`src/rtl/sar_avg_decim.sv`:
```
// Boxcar decimator for SAR results: averages 2^LOG2_N captures and offers them on valid/ready.
// Optional round-half-up averaging is enabled by defining SAR_AVG_ROUND_EN.
module sar_avg_decim #(
   parameter int unsigned DATA_W = 12,
   parameter int unsigned LOG2_N = 2
) (
   input  logic              clk,
   input  logic              rst_n,
   input  logic [DATA_W-1:0] sample_in,
   input  logic              conv_done,
   input  logic              clr,
   output logic [DATA_W-1:0] avg_out,
   output logic              avg_valid,
   input  logic              avg_ready,
   output logic              overrun,
   output logic [LOG2_N:0]   fill_cnt
);

   localparam int unsigned ACC_W = DATA_W + LOG2_N + 1;
   localparam int unsigned CNT_W = LOG2_N + 1;
   localparam logic [CNT_W-1:0] LAST_CNT = CNT_W'((1 << LOG2_N) - 1);

   logic [ACC_W-1:0]  acc_q;
   logic [ACC_W-1:0]  sum;
   logic [DATA_W-1:0] result;
   logic              conv_done_q;
   logic              cap;
   logic              last;
   logic              can_load;

   // One capture per rising edge of conv_done, however long it stays high.
   assign cap      = conv_done & ~conv_done_q;
   assign last     = (fill_cnt == LAST_CNT);
   assign sum      = acc_q + ACC_W'(sample_in);
   assign can_load = ~avg_valid | avg_ready;

`ifdef SAR_AVG_ROUND_EN
   // Half an LSB of the output; zero when LOG2_N is 0.
   localparam logic [ACC_W-1:0] HALF = ACC_W'((1 << LOG2_N) >> 1);
   assign result = DATA_W'((sum + HALF) >> LOG2_N);
`else
   assign result = DATA_W'(sum >> LOG2_N);
`endif

   always_ff @(posedge clk or negedge rst_n) begin
      if (!rst_n) begin
         acc_q       <= '0;
         fill_cnt    <= '0;
         avg_out     <= '0;
         avg_valid   <= 1'b0;
         overrun     <= 1'b0;
         conv_done_q <= 1'b0;
      end else begin
         conv_done_q <= conv_done;
         if (clr) begin
            acc_q     <= '0;
            fill_cnt  <= '0;
            avg_valid <= 1'b0;
            overrun   <= 1'b0;
         end else begin
            if (avg_valid && avg_ready) begin
               avg_valid <= 1'b0;
            end
            if (cap) begin
               if (!last) begin
                  acc_q    <= sum;
                  fill_cnt <= fill_cnt + CNT_W'(1);
               end else begin
                  acc_q    <= '0;
                  fill_cnt <= '0;
                  // A full window that cannot be handed over is dropped and flagged.
                  if (can_load) begin
                     avg_out   <= result;
                     avg_valid <= 1'b1;
                  end else begin
                     overrun <= 1'b1;
                  end
               end
            end
         end
      end
   end

endmodule

```
`config.mk`:
```
export PLATFORM = sky130hd
export DESIGN_NAME = sar_avg_decim
export DESIGN_NICKNAME = d
export VERILOG_FILES = /design/src/rtl/sar_avg_decim.sv
export SDC_FILE = /design/constraint.sdc
export NUM_CORES = 1
export LEC_CHECK = 0
export ABC_AREA = 1
export CAP_MARGIN = 15
export CORE_UTILIZATION = 35
export CTS_CLUSTER_DIAMETER = 200
export DETAILED_ROUTE_END_ITERATION = 6
export GPL_TIMING_DRIVEN = 0
export REMOVE_ABC_BUFFERS = 1
export SYNTH_ARGS = -nofsm -noshare
export SYNTH_HDL_FRONTEND = slang
export SYNTH_SLANG_ARGS = --single-unit
```
`constraint.sdc`:
```
create_clock -name clk -period 1.9 [get_ports clk]
set_input_delay 0.475 -clock clk [delete_from_list [all_inputs] [get_ports clk]]
set_output_delay 0.475 -clock clk [all_outputs]
set_load 0.03 [all_outputs]
```
# == After elaboration in Yosys (flattened, before gate mapping) ==
# Cells that the tools add are included.
# word_totals
reg_bits,33
inputBits,17
# classes
n_reduce_logical,5
n_addsub,2
n_eq_ne,2
bitwise_logic,5
mux,15
# ops
cell,count
two-way mux 15 bit,3
adder 15 x 12 -> 15 bit,1
two-way mux 1 bit,9
two-way mux 3 bit,3
AND reduction 4 bit,1
nonzero test 2 bit,2
"adder 3 x 1 -> 3 bit, second input constant",1
"== test 3 x 2 -> 1 bit, second input constant",1
NOT 1 bit,3
AND reduction 3 bit,1
"!= test 2 bit, second input constant",1
AND 1 bit,1
logical AND 1 bit,1
bitwise OR 1 bit,1

# == Logic depth before layout (Yosys ltp) ==
# depth
ltp_word,6
ltp_mapped,10
ltp_nobuf,10

# == Worst setup path before layout ==
# OpenSTA, ideal clock, no wires.
# synth_path
kind,in2reg
startpoint,input sample_in[0]
endpoint,register avg_out[4]
stages,8
slack_ns,0.078
arrival_time_ns,1.757
required_ns,1.835
path_cell_list,ha_1 > fa_1 > nand3_1 > nand3_1 > a21oi_1 > xnor2_1 > nand2_1 > nand2_1
# synth_via
elab_chain_len,1
# synth_lines
element,line,source
from (decl),9,"input logic [DATA_W-1:0] sample_in,"
adder 15 x 12 -> 15 bit,34,assign sum = acc_q + ACC_W'(sample_in);
to (signal assigned),73,avg_out <= result;
to (decl),12,"output logic [DATA_W-1:0] avg_out,"
# No other way between the ends.
# A chain may end at the register's enable or synchronous reset.

# == Worst setup path after layout ==
# layout_path
startpoint,register fill_cnt[2]
endpoint,output fill_cnt[2]
# layout_rtl
element,line,source
from (decl),16,output logic [LOG2_N:0] fill_cnt
from (signal assigned),67,fill_cnt <= fill_cnt + CNT_W'(1);
# No word-level cell between the ends.

==> impl_metrics.yaml <==
synthesis:
  synthArstFlopShare_pct: 100
  synth_cell_type_count: 24
  yosysMostFrequentCell: "nand2_1"
  synthFlopType: "dfrtp_1"
  synth_common_cells: "107 x nand2_1, 37 x inv_1, 32 x dfrtp_1"
  syn_area_per_cell_um2: 7.31
  yosysTopAreaCell: "dfrtp_1"
  ys_warn_count: 0
  synth_edf_count: 0
  ys_seq_area_share_pct: 40.3
  netlist_area_mm2: 0.00199
  synth_seq_cells: 32
  netlist_top_cells_area: "dfrtp_1 40%, nand2_1 20%, ha_1 8.2%, inv_1 7.0%, nand3_1 6.3%"
  synthCells: 272
  yosysTopAreaCellShare_pct: 40.3
placement:
  dp_hpwl_um: 3100
  place_congestion: 0.853
  port_buffers: 33
route:
  wl_per_cell_um: 11.5
  detail_route.first_pass.iterations: 4
  drc: 0
  routed_via_density: 4.58
  drt-initial-drc-count: 66
  vias: 1771
  wirelength_um: 4460
  postRouteAntennaNets: 0
grt:
  track_usage_pct: 16.1
  grt-ovfl-total: 0
  grt_pass1_wl_um: 7500
  grt_max_degree: 33
  antenna_found_initial: 0
  grt_pass1_vias: 1637
power:
  max-vdd-ir-drop_v: 0.000502
  p_total_mw: 2.86
  leakage_nw: 1.38
  power_density_mw_per_mm2: 1080
cells_and_area:
  antenna_cells: 0
  fin_nets: 345
  layout-drive-gt1-share_pct: 12.4
  nFillCells: 564
  area_delta_synth_final_pct: 32.6
die:
  ios: 34
  initial_core_util_pct: 36.1
  die-area_mm2: 0.00599
  fp.dieH_um: 77.4
  fp.dieW_um: 77.4
  core_mm2: 0.00551
  rows: 27
sta:
  setup_viol: 0
  slew_viol_final: 0
  fmax_mhz: 548
  holdWs_ns: 0.237
  hold_violations: 0
  fin_crit_ns: 1.82
  relSlewSlack_pct: 52.2
  tightest_slew_ns: 0.718
  post-route-period-util_pct: 96.0
  skew_ns: 0.00394
critical_path:
  crit_slowest_cell: "clkdlybuf4s50_1"
  endpoint_kind: "primary output"
  critPathArrivalTime_ns: 1.35
  cp_max_fo: 3
  slowest_delay_ns: 0.68
  crit_buf_inv: 1
  cp.required_ns: 1.42
  critPathTopFamily: "buffers and inverters"
  path_cells: "clkdlybuf4s50_1"
  critPathLaunchType: "register"
  critPathKind: "register to primary output"
clock_network:
  clockRootBuffer: "clkbuf_8"
  path_clk_slew_ns: 0.07
  cts_tree: "yes"
  cts_buffers: 5
  clock-sinks: 32
  htreeDepth: 2
  clk_latency_ns: 0.29
  cts_buffer_depth: 2
  holdBufCountCts: 0
job:
  cap_violations: 0
worst_hold_path:
  hold_class: "input pin to asynchronous set/reset pin"
status:
  outcome: "completed"
state kept, by name, summed over array words and instances, names as in the netlist:
signal	count
acc_q	14
overrun	1
avg_out	12
conv_done_q	1
fill_cnt	3
avg_valid	1
final cells by class:
cell class	instances	area [µm²]	share of cell area, %
Inverter	39	149	5.65
Multi-Input combinational cell	198	1130	43.0
Timing Repair Buffer	38	369	14.0
Clock inverter	2	10.0	0.380
Tap cell	72	90.1	3.42
Sequential cell	32	801	30.4
Clock buffer	6	82.6	3.13
kinds of logic (layout without fill, tap and decap cells):
logic type,Yosys count,count (layout),share of synthesized area (%)
AO/OA/AOI/OAI,20,20,5.60
XOR/XNOR,7,7,3.08
adder cells (fa/ha/maj),14,14,9.19
buffers and inverters,42,85,8.56
flip-flops,32,32,40.3
AND/OR/NAND/NOR,157,157,33.3
layer usage:
metal	GRT usage [%]	vias to the layer above	routed length (µm)
li1	-	935	-
met1	21.8	801	2230
met2	24.9	29	2000
met3	3.76	6	168
met4	5.66	0	66
met5	0	-	0
through the flow:
stage / setup WS (ns) / instance area [µm²] / util (%) / cells / TNS, ns
floorplan: 0.0780 / 1970 / - / 269 / 0
global placement: -0.567 / 2390 / 43.4 / 374 / -22.06
detailed placement: -0.553 / 2380 / 43.3 / 374 / -10.89
CTS: 0.0203 / 2530 / 46.0 / 386 / 0
global route: -0.0187 / 2640 / 47.9 / 387 / -0.0299
finish: 0.0753 / 2640 / 47.9 / 387 / 0
cells in the final DEF (no fill, tap or decap), drive strengths merged, types with 8 or more instances in the layout:
master / count
ha: 13
a21oi: 8
nand2: 109
nand3: 25
nor2: 18
inv: 39
clkdlybuf4s50: 28
dfrtp: 32
o21ai: 9
report_power, final:
part,internal (mW),switching (mW),total [mW]
logic,0.587,0.784,1.37
clock network,0.289,0.263,0.551
registers,0.824,0.109,0.933
total,1.70,1.15,2.86
final timing paths:
path	start	endpoint	slack, ns	cells after the start
max	fill_cnt[2]$_DFFE_PN0P_	fill_cnt[2]	0.08	1
min	rst_n	avg_out[11]$_DFFE_PN0P_	0.24	1
max reg2reg	acc_q[0]$_DFFE_PN0P_	acc_q[8]$_DFFE_PN0P_	0.12	8
min reg2reg	avg_out[0]$_DFFE_PN0P_	avg_out[0]$_DFFE_PN0P_	0.47	2
max in group asynchronous	rst_n	avg_out[1]$_DFFE_PN0P_	1.20	1
min in group clk	avg_out[0]$_DFFE_PN0P_	avg_out[0]$_DFFE_PN0P_	0.47	2
repair_timing:
item	in CTS	in global routing
setup endpoints to repair	16	19
pin swaps	5	5
gates resized for setup	7	16
buffers inserted	4	1
Power figures use the tool's default switching activity.
==> RTL change 1 (same flow settings) <==
Set the parameter `DATA_W` to 16 (it was 12).
--- a/src/rtl/sar_avg_decim.sv
+++ b/src/rtl/sar_avg_decim.sv
@@ -1,7 +1,7 @@
 // Boxcar decimator for SAR results: averages 2^LOG2_N captures and offers them on valid/ready.
 // Optional round-half-up averaging is enabled by defining SAR_AVG_ROUND_EN.
 module sar_avg_decim #(
-   parameter int unsigned DATA_W = 12,
+   parameter int unsigned DATA_W = 16,
    parameter int unsigned LOG2_N = 2
 ) (
    input  logic              clk,
Ports: changed (resized avg_out and sample_in); port bits go from 34 to 42. No check against the original RTL was run, so the function may have changed too.
==> RTL change 1 against the original RTL <==
  * First-iteration DRC count grew 55%
  * Cell area is 31% higher
  * Synthesized area up 25%
  * Setup slack worse by 0.025 ns
  * Wire length increased by 34%
  * Clock power up 10%
  * Sequential cell count increased by 8
  * Global-route usage is 0.91 points higher
  * Critical path type unchanged
  * Total power down 24%
==> RTL change 1: results (changes against the original RTL) <==
** Global routing
- M1 GR Usage :: 0.2318 (+0.01346)
- The met3 layer usage reported by global route was 0.02762 (-0.01003).
- The pin count of the biggest net entering global routing came to 24 (-27%).
- The first-pass GRT wire length came to 9.963 mm (+33%).
- The via count of the first global-routing pass came to 2199 (+34%).
- The global routing usage summed across all routing layers was 0.1696 (+0.009067).
- The global routing met2 resource utilization was 0.2807 (+0.03199).

** Setup path
- The largest fanout of any net on the critical path came to 4 (+1).
- The data arrival time of the critical path came to 1.38 ns (+0.03 ns).
- Crit-path slowest cell :: sky130_fd_sc_hd__clkdlybuf4s50_1
- In this run the worst setup path begins at fill_cnt[0].

** Synthesis
- Sorting the synthesized cells by how often they occur yields sky130_fd_sc_hd__nand2_1, sky130_fd_sc_hd__dfrtp_1, sky130_fd_sc_hd__inv_1.
- By area the synthesized netlist is led by sky130_fd_sc_hd__dfrtp_1, sky130_fd_sc_hd__nand2_1, sky130_fd_sc_hd__ha_1.
- Count of different cell masters after synthesis :: 28 (+17%)
- The part of the Yosys area used for sequential elements came to 0.4022 (-0.0005569).
- The count of mapped cells out of synthesis is 328 (+21%).

** STA
- The maximum clock skew at final layout is 0.006324 ns (+0.002386 ns).
- The worst slew slack as a fraction of its limit is 0.6349 (+0.1133).

** Finish
- The number of filler instances in the final layout is 666 (+18%).
- Share of post-route cells with drive strength above 1 :: 0.1947 (+0.07093)
- The largest registers in the layout are acc_q (18), avg_out (16), fill_cnt (3).
- The net count of the finished layout is 418 (+21%).
- The filler-free cell count of the finished design was 476 (+23%).

** Clock tree
- CTS buffer count :: 5 (unchanged)
- Clock Root Buffer :: sky130_fd_sc_hd__clkbuf_8

** Place
- Post-place setup slack :: -0.6578 ns (-0.1044 ns)
- Post-detail-place hpwl :: 4.250 mm (+37%)
- Cell total after placement :: 461 (+23%)
- The total of buffers placed on input and output ports is 41 (+24%).
- The routability congestion estimate was 0.8692 (+1.9%).

** Routing
- The length of routed met2 wiring is 2.805 mm (+40%).
- The initial detailed-routing violation count came to 102 (+55%).
- The met3 wirelength from detailed routing is 176 um (+4.8%).
- Routed length per instance :: 12.57 um (+9.0%)
- Number of vias in the routed layout :: 2249 (+27%)
- Sum of routed wire segments on met1 :: 2.960 mm (+33%)

** Outcome
- Result of the run :: complete, no violations

** Hold path
- The min-delay analysis places its worst path in the category primary input to asynchronous set/reset pin.

** Power
- Worst vdd rail ir drop :: 0.2508 mV (-50%)
- The leakage power figure came to 0.001717 uW (+24%).
RTL change 1: repair_timing:
item,in CTS,in global routing
resized for setup,20,39
setup endpoints to repair,31,26
buffers inserted,1,6
gates cloned,0,0
pin swaps,6,15
RTL change 1: logic make-up (layout without fill, tap and decap cells):
| group | Yosys count | count (layout) | synth area share |
|---|---|---|---|
| AOI/OAI and AO/OA | 36 | 36 | 0.08396 |
| and+or+nand+nor | 192 | 192 | 0.3414 |
| buffers and inverters | 37 | 89 | 0.06134 |
| DFF | 40 | 40 | 0.4022 |
| xor gates and xnor gates | 5 | 5 | 0.01760 |
| adders and majority gates | 18 | 18 | 0.09351 |
RTL change 1: where the power goes:
| part | internal (uW) | switching [uW] |
|---|---|---|
| Clock | 290 | 318 |
| Combinational | 278 | 344 |
| Sequential | 899 | 39.6 |
| Total | 1470 | 701 |
RTL change 1: metrics by stage:
step                setup TNS, ns  hold WS, ns  cell area (sq um)
floorplan                       0       0.1794               2452
global placement           -48.39       0.4635               2983
detailed placement         -17.83       0.4583               3017
CTS                             0       0.1368               3234
global route            -0.007448       0.1468               3447
finish                          0       0.1252               3447
RTL change 1: cell type report:
cell class,count,area share
multi-input combinational,251,0.4661
sequential,40,0.2904
timing repair buffer,50,0.1481
tap,96,0.03485
inverter,31,0.03376
clock buffer,6,0.02396
clock inverter,2,0.002904
RTL change 1: final timing paths:
| path | to | slack, ns | depth (start not counted) |
|---|---|---|---|
| hold / removal | avg_out[13] | 0.13 | 1 |
| min in group clk | avg_out[8] | 0.48 | 2 |
| max in group asynchronous | fill_cnt[1] | 1.30 | 2 |
| setup reg to reg | avg_out[12] | 0.09 | 10 |
| setup / recovery | fill_cnt[0] | 0.05 | 1 |
| hold reg to reg | avg_out[8] | 0.48 | 2 |
==> RTL change 2 (config.mk and constraints unchanged) <==
Made on the original files. Reset style: synchronous (`rst_n`), changed in one clocked block.
--- a/src/rtl/sar_avg_decim.sv
+++ b/src/rtl/sar_avg_decim.sv
@@ -42,7 +42,7 @@
    assign result = DATA_W'(sum >> LOG2_N);
 `endif
 
-   always_ff @(posedge clk or negedge rst_n) begin
+   always_ff @(posedge clk) begin
       if (!rst_n) begin
          acc_q       <= '0;
          fill_cnt    <= '0;
Function: differs if rst_n is asserted again (counterexample within 4 cycles, from zero or initial values and one cycle with rst_n low); with rst_n held inactive, the same outputs for 10 cycles.
==> RTL change 2 against the original RTL <==
  * Sequential cell count did not move
  * Die area rose by 1.0%
  * Setup slack got worse by 0.025 ns
  * Synthesized area grew 1.1%
  * Cell area increased by 6.9%
  * Count of clock-buffer cells in the layout increased by 1
  * Highest routed layer unchanged
  * Wire length rose by 7.0%
Power is not compared: it rests on default switching activity, and its combinational part moved more than twofold at a synthesized area within 25%.
==> RTL change 2: results (changes against the original RTL) <==
** Global routing
- The met3 layer usage reported by global route came to 0.03882 (+0.001176).
- M1 GR Usage :: 0.2152 (-0.003123)
- The first-pass GRT wire length is 8.093 mm (+7.9%).
- Largest net degree at the start of global routing :: 19 (-42%)
- Number of global-route vias before repair :: 1786 (+9.1%)

** Routing
- Sum of routed wire segments on met1 :: 2.312 mm (+3.9%)
- The length of routed met2 wiring is 2.193 mm (+9.5%).
- The initial detailed-routing violation count was 78 (+18%).
- Routed via count divided by cell count :: 4.586 (+0.22%)
- Final wirelength :: 4.776 mm (+7.0%)

** Synthesis
- The number of distinct library cell variants in the gate-level netlist after synthesis was 30 (+25%).
- The mean post-synth cell area came to 6.399 sq um (-12%).
- Fraction of registers with async set/reset :: 0 (-1.000)
- Synth Area in XOR/XNOR :: 0.02179 (-0.009044)
- The adder and majority gate portion of the synthesized area is 0.09091 (-0.0009726).
- Cells taking the most area after synthesis :: sky130_fd_sc_hd__dfxtp_1, sky130_fd_sc_hd__nand2_1, sky130_fd_sc_hd__inv_1

** Setup path
- Signal arrival time at the worst endpoint :: 1.38 ns (+0.03 ns)
- Crit-path max FO :: 4 (+1)

** Finish
- Final non-clock buffer share :: 0.1363 (-0.003747)
- Share of post-route cells with drive strength above 1 :: 0.1826 (+0.05877)
- The layout inverter count without the clock tree is 61 (+56%).
- Multi-input gate share of the layout cell area :: 0.4758 (+0.04534)
- Relative to the synthesized area, the layout overhead comes to 40.29%.
- The number of filler instances in the final layout was 551 (-2.3%).

** Place
- The pre-CTS setup slack was -0.5706 ns (-0.01712 ns).
- Placement Cell Area :: 2399 sq um (+0.68%)
- The routability congestion estimate is 0.8544 (+0.16%).
- The number of placed cells counting well taps came to 415 (+11%).
- The post-DP HPWL came to 3.339 mm (+7.6%).

** Outcome
- Result of the run :: complete, no violations

** Hold path
- The path class of the tightest hold or removal check is register to register.

** Clock tree
- Quantity of gates resized following cts :: 15 (+8)

** STA
- The worst hold slack across all endpoints came to 0.4652 ns (+0.2281 ns).
## RTL change 2: cell count changes in the layout (fill, tap and decap cells not counted), moves of 7 or more
cell                      change
sky130_fd_sc_hd__a21oi_2      +7
sky130_fd_sc_hd__nand3_1     -12
sky130_fd_sc_hd__nand2_1     -16
sky130_fd_sc_hd__nand2_2      +7
sky130_fd_sc_hd__inv_1       +18
sky130_fd_sc_hd__a21oi_1      +8
sky130_fd_sc_hd__dfxtp_1     +32
sky130_fd_sc_hd__dfrtp_1     -32
sky130_fd_sc_hd__nor2_1      +16
## RTL change 2: worst paths after layout
path                    start          end  depth (start not counted)
setup / recovery  fill_cnt[0]  fill_cnt[0]                          1
hold / removal    fill_cnt[2]  fill_cnt[2]                          2
setup reg to reg     acc_q[0]   avg_out[6]                         11
hold reg to reg   fill_cnt[2]  fill_cnt[2]                          2
